==> config.mk <==
export PLATFORM = sky130hd
export DESIGN_NAME = lpf_decimator
export DESIGN_NICKNAME = d
export VERILOG_FILES = /design/src/rtl/lpf_decimator.sv
export SDC_FILE = /design/constraint.sdc
export NUM_CORES = 1
export LEC_CHECK = 0
export ABC_CLOCK_PERIOD_IN_PS = 5600
export BUFFER_PORTS_ARGS = -buffer_cell sky130_fd_sc_hd__buf_2
export CORE_MARGIN = 10
export CORE_UTILIZATION = 32
export CTS_CLUSTER_SIZE = 24
export DETAILED_ROUTE_END_ITERATION = 10
export PLACE_DENSITY = 0.57
export SYNTH_ARGS = -nofsm -noshare
export SYNTH_HDL_FRONTEND = slang
export SYNTH_SLANG_ARGS = --single-unit
==> constraint.sdc <==
create_clock -name clk -period 5.6 [get_ports clk]
set_clock_uncertainty 0.05 [all_clocks]
set_input_delay 1.12 -clock clk [delete_from_list [all_inputs] [get_ports clk]]
set_output_delay 1.12 -clock clk [all_outputs]
set_load 0.05 [all_outputs]
==> src/rtl/lpf_decimator.sv <==
// rtl/lpf_decimator.sv - boxcar low-pass filter and power-of-two decimator
// Sums 2^L signed samples per window and emits the floor mean, saturated to the output width.
module lpf_decimator #(
  parameter int INPUT_WIDTH  = 14,
  parameter int OUTPUT_WIDTH = 14,
  parameter int MAX_LOG2_DEC = 10
) (
  input  logic                           clk,
  input  logic                           rst,
  input  logic signed [INPUT_WIDTH-1:0]  in_data,
  input  logic                           in_valid,
  input  logic [3:0]                     log2_dec,
  input  logic                           flush,
  output logic signed [OUTPUT_WIDTH-1:0] out_data,
  output logic                           out_valid,
  output logic                           out_sat
);

  localparam int ACC_W  = INPUT_WIDTH + MAX_LOG2_DEC;
  localparam int CNT_W  = MAX_LOG2_DEC + 1;
  localparam int WIDE_W = ((ACC_W > OUTPUT_WIDTH) ? ACC_W : OUTPUT_WIDTH) + 1;
  localparam logic [3:0] MAX_L = 4'(MAX_LOG2_DEC);

  localparam logic signed [WIDE_W-1:0] OUT_MAX =
    {{(WIDE_W-OUTPUT_WIDTH+1){1'b0}}, {(OUTPUT_WIDTH-1){1'b1}}};
  localparam logic signed [WIDE_W-1:0] OUT_MIN =
    {{(WIDE_W-OUTPUT_WIDTH+1){1'b1}}, {(OUTPUT_WIDTH-1){1'b0}}};

  logic signed [ACC_W-1:0]        acc_q, acc_d;
  logic [CNT_W-1:0]               cnt_q, cnt_d;
  logic [3:0]                     l_q, l_d;
  logic                           open_q, open_d;
  logic signed [OUTPUT_WIDTH-1:0] out_data_q, out_data_d;
  logic                           out_valid_q, out_valid_d;
  logic                           out_sat_q, out_sat_d;

  logic [3:0]                     l_req;
  logic [3:0]                     l_win;
  logic signed [ACC_W-1:0]        sum;
  logic [CNT_W-1:0]               cnt_inc;
  logic [CNT_W-1:0]               win_len;
  logic                           done;
  logic signed [ACC_W-1:0]        mean;
  logic signed [WIDE_W-1:0]       mean_w;
  logic signed [OUTPUT_WIDTH-1:0] sat_data;
  logic                           sat_hit;

  // The ratio is only sampled when a window opens; an open window keeps its latched L.
  always_comb begin
    l_req   = (log2_dec > MAX_L) ? MAX_L : log2_dec;
    l_win   = open_q ? l_q : l_req;
    sum     = acc_q + ACC_W'(in_data);
    cnt_inc = cnt_q + CNT_W'(1);
    win_len = CNT_W'(1) << l_win;
    done    = (cnt_inc == win_len);
    mean    = sum >>> l_win;
    mean_w  = WIDE_W'(mean);
  end

  // Clipping can only trigger when the output is narrower than the input.
  always_comb begin
    sat_data = mean_w[OUTPUT_WIDTH-1:0];
    sat_hit  = 1'b0;
    if (mean_w > OUT_MAX) begin
      sat_data = {1'b0, {(OUTPUT_WIDTH-1){1'b1}}};
      sat_hit  = 1'b1;
    end else if (mean_w < OUT_MIN) begin
      sat_data = {1'b1, {(OUTPUT_WIDTH-1){1'b0}}};
      sat_hit  = 1'b1;
    end
  end

  always_comb begin
    acc_d       = acc_q;
    cnt_d       = cnt_q;
    l_d         = l_q;
    open_d      = open_q;
    out_data_d  = out_data_q;
    out_valid_d = 1'b0;
    out_sat_d   = 1'b0;
    if (flush) begin
      acc_d  = '0;
      cnt_d  = '0;
      open_d = 1'b0;
    end else if (in_valid) begin
      l_d = l_win;
      if (done) begin
        acc_d       = '0;
        cnt_d       = '0;
        open_d      = 1'b0;
        out_data_d  = sat_data;
        out_valid_d = 1'b1;
        out_sat_d   = sat_hit;
      end else begin
        acc_d  = sum;
        cnt_d  = cnt_inc;
        open_d = 1'b1;
      end
    end
  end

  always_ff @(posedge clk) begin
    if (rst) begin
      acc_q       <= '0;
      cnt_q       <= '0;
      l_q         <= '0;
      open_q      <= 1'b0;
      out_data_q  <= '0;
      out_valid_q <= 1'b0;
      out_sat_q   <= 1'b0;
    end else begin
      acc_q       <= acc_d;
      cnt_q       <= cnt_d;
      l_q         <= l_d;
      open_q      <= open_d;
      out_data_q  <= out_data_d;
      out_valid_q <= out_valid_d;
      out_sat_q   <= out_sat_d;
    end
  end

  assign out_data  = out_data_q;
  assign out_valid = out_valid_q;
  assign out_sat   = out_sat_q;

endmodule

==> flow_summary.yaml, run 1 <==
cells_and_area:
  final_cell_mix: "nand2_1, a21oi_1, nor2_1"
  area_growth_pct: 9.324
  fin_cells: 1004
  mostFrequentLayoutCell: "nand2_1"
  drive_gt1_share_pct: 13.09
  finalNetCount: 825
  antennaDiodeCount: 0
clock_network:
  cts-resized-gates: 0
  cts.sinks: 56
  cts_hold_buf: 0
  clock_tree.root_cell: "clkbuf_16"
  cts_made_buffers: 5
  htree_levels: 2
  clkSlewWorstSetupHoldPaths_ns: 0.07
  cts_buffer_depth: 2
  clock_latency_ns: 0.31
  cts_tree: "done"
  cts_setup_buffers: 0
sta:
  finalSetupViolCount: 0
  finalHoldViolations: 0
  fmax_mhz: 202.0
  fin_ws_ns: 0.6485
  worst_slew_pin_slew_ns: 0.7850
  whs_ns: 0.4184
  maxSlewViolCount: 0
  rsz0062_at_grt: "no"
  fin_crit_ns: 4.952
  maxSlewHeadroom_pct: 47.67
  min_period_over_period_pct: 88.42
  fin_tns_setup_ns: 0
placement:
  gp_congestion: 0.8765
  preCtsSetupSlack_ns: 0.4161
  io_buffers: 37
  placed_cells: 996
  hpwlAfterDp_um: 12640
logic_synthesis:
  netlist_top_cells_area: "dfxtp_1, a21oi_1, nand2_1, ha_1, nor2_1"
  syn_nets: 823
  ys_seq_elements: 56
  synth-seq-area-share_pct: 20.18
  synth.avg_cell_area_um2: 7.159
  yosysUniqueCellTypes: 81
  syn_inst: 776
  synth-main-ff-cell: "dfxtp_1"
  synth-edff-count: 0
  synth_largest_area_cell: "dfxtp_1"
  yosys.area.top_type_share_pct: 20.18
  ys_warn_count: 0
  async_reset_ff_share_pct: 0
  syn_area_um2: 5555
floorplanning:
  ios: 38
  rows: 48
  die_height_um: 151.8
  core_um2: 17180
  fp.dieArea_um2: 23030
  die_w_um: 151.8
  initial_core_util_pct: 32.34
critical_path:
  r2r_end: "out_data[0]"
  arrival_ns: 5.07
  reg2reg_from: "acc_q[0]"
  start_kind: "input pin"
  startpoint: "in_data[13]"
  cp.required_ns: 5.72
  cp-end-kind: "flip-flop"
  endpoint: "out_data[0]"
  r2r_slack_ns: 1.25
  ff2ff_path_depth: 15
  worstPathMaxFanout: 14
  critical_path_class: "in2reg"
route:
  num_vias: 5777
  met2_wirelength_um: 7109
  top_layer: "met4"
  wl_met1_um: 8684
  postRouteAntennaNets: 0
  route.met3.wl_um: 1004
  drc: 0
  dr.first_iter.drc_count: 441
  wl_um: 17070
  drtPass1Iterations: 5
  routedWlPerCell_um: 17.00
  routed_via_density: 5.754
global_route:
  antenna_found_initial: 0
  grt_pass1_vias: 5299
  grt_first_pass_wirelength_um: 28070
  overflow: 0
  grt_start_max_net_pins: 47
  track_usage_pct: 14.79
status:
  status: "complete, no violations"
power_and_ir_drop:
  power.leakage_nw: 2.365
  powerDensity_nw_per_um2: 219.0
  vdd_drop_max_v: 0.0001215
worst_hold_path:
  hold_path_class: "reg2reg"
  hold_depth: 2
flow_run:
  cap_violations: 0
## metal layers
layer,track usage (%),up-vias
li1,-,2909
met1,21.73,2674
met2,21.67,174
met3,2.614,20
met4,3.622,0
met5,0,-
## layout make-up
class                   count  area [um^2]
clock inverters             2        38.79
inverters                   7        27.53
fillers                  1891        11100
multi-input cells         656         4168
clock buffers               6        138.9
repair buffers             52        297.8
well taps                 225        281.5
flip-flops and latches     56         1121
## worst max-delay path, cell delays in order
cell and delay (ns):
buf_2 0.18, ha_1 0.51, a21oi_1 0.33, o21ai_0 0.18
a41oi_2 0.31, a211oi_1 0.18, or3_1 0.46, nand3_1 0.14
o311ai_0 0.27, a221oi_1 0.41, o21ai_1 0.16, o31ai_4 0.46
buf_4 0.27, a22oi_1 0.08
## synthesized netlist by cell type (10+ instances only)
master      n
nor3_1     13
nand3_1    31
o21ai_0    32
a21oi_1    84
nor2_1     79
nand4_1    12
a22oi_2    10
and3_1     14
xnor2_1    10
o211ai_1   14
clkbuf_1   34
nor4_1     11
a211oi_1   24
mux2i_1    15
xor2_1     13
buf_2      17
ha_1       24
nand2_1   104
dfxtp_1    56
a22oi_1    17
## metrics by stage
stage	power (mW)	utilization [%]	instance area, um^2
2_1_floorplan	0.8154	-	5555
3_3_place_gp	0.9493	34.32	5896
3_5_place_dp	0.9462	34.32	5896
4_1_cts	1.336	35.36	6073
5_1_grt	1.412	35.36	6073
6_report	1.330	35.36	6073
## cells by family after synthesis
group / count (synthesis) / share of synthesized area [%]
compound gates: 268 / 33.08
xor+xnor: 24 / 3.919
fa+ha+maj: 25 / 5.766
buf+inv: 64 / 4.932
flops: 56 / 20.18
mux: 20 / 3.964
simple gates: 319 / 28.15
## worst min path at each step
stage | from | to
after floorplan | acc_q[21] | acc_q[21]
after detailed placement | acc_q[19] | acc_q[19]
after global routing | acc_q[11] | acc_q[11]
final | acc_q[19] | acc_q[19]
after global placement | acc_q[18] | acc_q[18]
after CTS | acc_q[19] | acc_q[19]
## flip-flops by register name, indices dropped and copies added, names as in the netlist
name	flops
acc_q	24
l_q	4
out_data	14
out_sat	1
open_q	1
cnt_q	11
out_valid	1
## report_power, final
part | switching [mW] | internal [mW]
combinational | 0.346 | 0.183
sequential | 0.00910 | 0.410
clock | 0.157 | 0.225
(Power assumes the default switching activity.)
==> run 2: changes to the inputs <==
--- a/config.mk
+++ b/config.mk
@@ -9,6 +9,7 @@
 export BUFFER_PORTS_ARGS = -buffer_cell sky130_fd_sc_hd__buf_2
 export CORE_MARGIN = 10
 export CORE_UTILIZATION = 32
+export CTS_BUF_LIST = sky130_fd_sc_hd__clkbuf_16
 export CTS_CLUSTER_SIZE = 24
 export DETAILED_ROUTE_END_ITERATION = 10
 export PLACE_DENSITY = 0.57
==> flow_summary.yaml, run 2 (synthesis results as in run 1) <==
cells_and_area:
  mostFrequentLayoutCell: "nand2_1"
  drive_gt1_share_pct: 12.97
  antennaDiodeCount: 0
  final_cell_mix: "nand2_1, a21oi_1, nor2_1"
  fin_cells: 1004
  multi_input_area_um2: 4168
  layout.area.seq_um2: 1121
  n_fill_cell: 1892
  fin_area_um2: 6063
  top_register: "acc_q"
  finalNetCount: 825
  area_growth_pct: 9.144
  largest_reg_flops: 24
global_route:
  grt_first_pass_wirelength_um: 28130
  overflow: 0
  grt_start_max_net_pins: 47
  grt_pass1_vias: 5324
  track_usage_pct: 14.82
  antenna_found_initial: 0
route:
  routed_via_density: 5.733
  wl_um: 17060
  dr.first_iter.drc_count: 444
  postRouteAntennaNets: 0
  drtPass1Iterations: 5
  num_vias: 5756
  routedWlPerCell_um: 16.99
  drc: 0
sta:
  maxSlewHeadroom_pct: 47.72
  min_period_over_period_pct: 87.94
  worst_slew_pin_slew_ns: 0.7842
  finalSetupViolCount: 0
  fin_tns_setup_ns: 0
  maxSlewViolCount: 0
  fin_crit_ns: 4.924
  rsz0062_at_grt: "no"
  fmax_mhz: 203.1
  finalHoldViolations: 0
worst_hold_path:
  min-delay-start: "acc_q[19]"
  hold_path_class: "reg2reg"
  hold_depth: 2
  min_to: "acc_q[19]"
clock_network:
  cts_hold_buf: 0
  clock_tree.root_cell: "clkbuf_16"
  cts.sinks: 56
  htree_levels: 2
  cts_setup_buffers: 0
  cts_buffer_depth: 2
  clock_latency_ns: 0.31
  cts_tree: "done"
  cts_made_buffers: 5
  clkSlewWorstSetupHoldPaths_ns: 0.07
  cts-resized-gates: 0
placement:
  gp_congestion: 0.8765
  placed_area_um2: 5896
  io_buffers: 37
  placed_cells: 996
  hpwlAfterDp_um: 12640
floorplanning:
  rows: 48
  die_w_um: 151.8
  initial_core_util_pct: 32.34
  core_um2: 17180
  ios: 38
  fp.dieArea_um2: 23030
  die_height_um: 151.8
power_and_ir_drop:
  powerDensity_nw_per_um2: 217.1
  power.leakage_nw: 2.359
  vdd_drop_max_v: 0.0001225
critical_path:
  r2r_slack_ns: 1.26
  critical_path_class: "in2reg"
  cp-end-kind: "flip-flop"
  worstPathMaxFanout: 14
  arrival_ns: 5.05
  cp.required_ns: 5.72
  r2r_end: "out_data[12]"
  ff2ff_path_depth: 14
  start_kind: "input pin"
  reg2reg_from: "acc_q[0]"
status:
  status: "complete, no violations"
flow_run:
  cap_violations: 0
==> run 2: cell count changes in the layout (fill, tap and decap cells not counted), sizes merged <==
cell    before  now
clkbuf       6    5
clkinv       2    3
==> run 2: worst max-delay path by stage <==
stage	startpoint	endpoint	depth (start not counted)
floorplan	in_data[0]	out_data[12]	15
global placement	in_data[13]	out_data[0]	14
detailed placement	in_data[13]	out_data[0]	14
CTS	in_data[13]	out_data[0]	14
global route	in_data[0]	out_data[0]	15
finish	in_data[13]	out_data[0]	14
==> run 2: per-stage QoR <==
step	hold WS (ns)	setup slack (ns)	power (mW)	util, %
floorplan	0.3947	1.326	0.8154	-
global placement	0.4062	0.4664	0.9493	34.32
detailed placement	0.4094	0.4161	0.9462	34.32
CTS	0.4209	0.7277	1.322	35.30
global route	0.4373	0.3998	1.397	35.30
finish	0.4190	0.6756	1.317	35.30
==> run 2: report_power, final <==
part | switching (mW) | leakage (nW) | internal, mW
registers | 0.00913 | 0.454 | 0.410
clock network | 0.158 | 0.0814 | 0.211
logic | 0.345 | 1.82 | 0.183
total | 0.512 | 2.36 | 0.804
==> run 2: critical path: stages <==
cell      delay [ns]
buf_2           0.18
ha_1            0.50
a21oi_1         0.33
o21ai_0         0.18
a41oi_2         0.31
a211oi_1        0.18
or3_1           0.46
nand3_1         0.14
o311ai_0        0.27
a221oi_1        0.41
o21ai_1         0.16
o31ai_4         0.45
buf_4           0.27
a22oi_1         0.08
==> run 2: layout make-up <==
cell class,instances,share of cell area (%)
multi-input combinational,656,68.74
sequential,56,18.49
timing repair buffer,52,4.911
tap,225,4.643
clock buffer,5,2.064
clock inverter,3,0.7016
inverter,7,0.4540
==> run 2: metal layers <==
metal,global-route usage [%],wire [um]
met5,0,0
met4,3.670,284
met3,2.643,898
met2,21.74,7100
met1,21.71,8770
==> run 3: changes to the inputs <==
--- a/config.mk
+++ b/config.mk
@@ -7,6 +7,7 @@
 export LEC_CHECK = 0
 export ABC_CLOCK_PERIOD_IN_PS = 5600
 export BUFFER_PORTS_ARGS = -buffer_cell sky130_fd_sc_hd__buf_2
+export CORE_ASPECT_RATIO = 0.7
 export CORE_MARGIN = 10
 export CORE_UTILIZATION = 32
 export CTS_BUF_LIST = sky130_fd_sc_hd__clkbuf_16
==> flow_summary.yaml, run 3 (synthesis results as in run 1) <==
status:
  status: "complete, no violations"
worst_hold_path:
  hold_path_class: "reg2reg"
sta:
  maxSlewHeadroom_pct: 39.41
  min_period_over_period_pct: 86.29
  finalHoldViolations: 0
  fin_tns_setup_ns: 0
  fin_ws_ns: 0.7675
  fin_crit_ns: 4.832
  fmax_mhz: 206.9
  maxSlewViolCount: 0
  finalSetupViolCount: 0
  worst_slew_pin_slew_ns: 0.9075
  rsz0062_at_grt: "no"
route:
  num_vias: 5880
  drtPass1Iterations: 5
  routedWlPerCell_um: 17.25
  drc: 0
  wl_um: 17370
  dr.first_iter.drc_count: 605
  postRouteAntennaNets: 0
  routed_via_density: 5.839
critical_path:
  cp-end-kind: "flip-flop"
  cp_cell_sequence: "buf_2 -> ha_1 -> a21oi_1 -> o21ai_0 -> a41oi_2 -> a211oi_1 -> o21ai_1 -> nand2_1 -> o311ai_0 -> a21oi_1 -> a22oi_1 -> nand3_2 -> a22oi_1"
  max_stage_delay_ns: 0.56
  r2r_slack_ns: 1.37
  arrival_ns: 5.01
  worstPathMaxFanout: 14
  crit_slowest_cell: "o311ai_0"
  cp.required_ns: 5.78
  critical_path_class: "in2reg"
  start_kind: "input pin"
placement:
  hpwlAfterDp_um: 12770
  preCtsSetupSlack_ns: 0.5380
  io_buffers: 37
  gp_congestion: 0.9092
  placed_area_um2: 5893
power_and_ir_drop:
  p_sw_mw: 0.5161
  p_clk_share_pct: 25.6
  pwr-share-seq_pct: 33.0
  power.internal_mw: 0.7564
  power.leakage_nw: 2.337
  sw_frac_of_total_pct: 40.56
  powerDensity_nw_per_um2: 210.9
  vdd_drop_max_v: 0.0001037
  power.share.combinational_pct: 41.5
floorplanning:
  core_um2: 17120
  fp.dieArea_um2: 23110
  die_height_um: 130.2
  ios: 38
  die_w_um: 177.5
  initial_core_util_pct: 32.46
  rows: 40
global_route:
  antenna_found_initial: 0
  grt_start_max_net_pins: 47
  grt_pass1_vias: 5375
  overflow: 0
  grt_first_pass_wirelength_um: 28410
  track_usage_pct: 14.82
clock_network:
  clkSlewWorstSetupHoldPaths_ns: 0.08
  cts_hold_buf: 0
  cts_made_buffers: 5
  clock_tree.root_cell: "clkbuf_16"
  cts_tree: "done"
  cts_setup_buffers: 0
  cts-resized-gates: 0
  cts_buffer_depth: 2
  clock_latency_ns: 0.30
  cts.sinks: 56
  htree_levels: 2
cells_and_area:
  layout.area.seq_um2: 1121
  final_core_util_pct: 35.25
  drive_gt1_share_pct: 12.50
  largest_reg_flops: 24
  fin_area_um2: 6033
  antennaDiodeCount: 0
  multi_input_area_um2: 4168
  area_growth_pct: 8.604
  top_register: "acc_q"
  final_cell_mix: "nand2_1, a21oi_1, nor2_1"
  n_fill_cell: 1833
  mostFrequentLayoutCell: "nand2_1"
  finalNetCount: 822
flow_run:
  cap_violations: 0
==> run 3: area by class of cell <==
class | count | share of cell area, %
multi-input cells | 656 | 69.08
clock buffers | 5 | 2.074
flip-flops and latches | 56 | 18.58
inverters | 7 | 0.4562
repair buffers | 49 | 4.770
well taps | 231 | 4.791
clock inverters | 3 | 0.2489
==> run 3: path summary, 6_finish.rpt <==
check | from | endpoint | cells past startpoint
max | in_data[13] | out_data[12] | 13
min | acc_q[0] | acc_q[0] | 2
max reg2reg | acc_q[0] | out_data[12] | 14
min reg2reg | acc_q[0] | acc_q[0] | 2
==> run 3: per-layer routing <==
| layer | track usage, % | share of wire, % |
|---|---|---|
| met1 | 21.87 | 51 |
| met2 | 22.25 | 43 |
| met3 | 2.483 | 4.8 |
| met4 | 2.395 | 0.65 |
| met5 | 0 | 0 |
==> run 3: critical path, delay by kind of cell <==
kind            cells  cell delay, ns
buf+inv             1            0.19
simple gates        2            0.57
fa+ha+maj           1            0.51
compound gates      9            2.61
==> run 3: power by group through the flow <==
stage               clock network, mW  registers (mW)  logic [mW]
global placement                    0           0.429       0.521
CTS                             0.337           0.419       0.518
floorplan                           0           0.430       0.385
detailed placement                  0           0.429       0.515
global route                    0.351           0.421       0.581
finish                          0.326           0.419       0.528
==> run 3: per-stage QoR <==
step                hold WS (ns)  std cells  total power [mW]
floorplan                 0.3947        776            0.8154
global placement          0.4066        999            0.9500
detailed placement        0.4076        999            0.9442
CTS                       0.4198       1007             1.274
global route              0.4424       1007             1.353
finish                    0.4199       1007             1.273
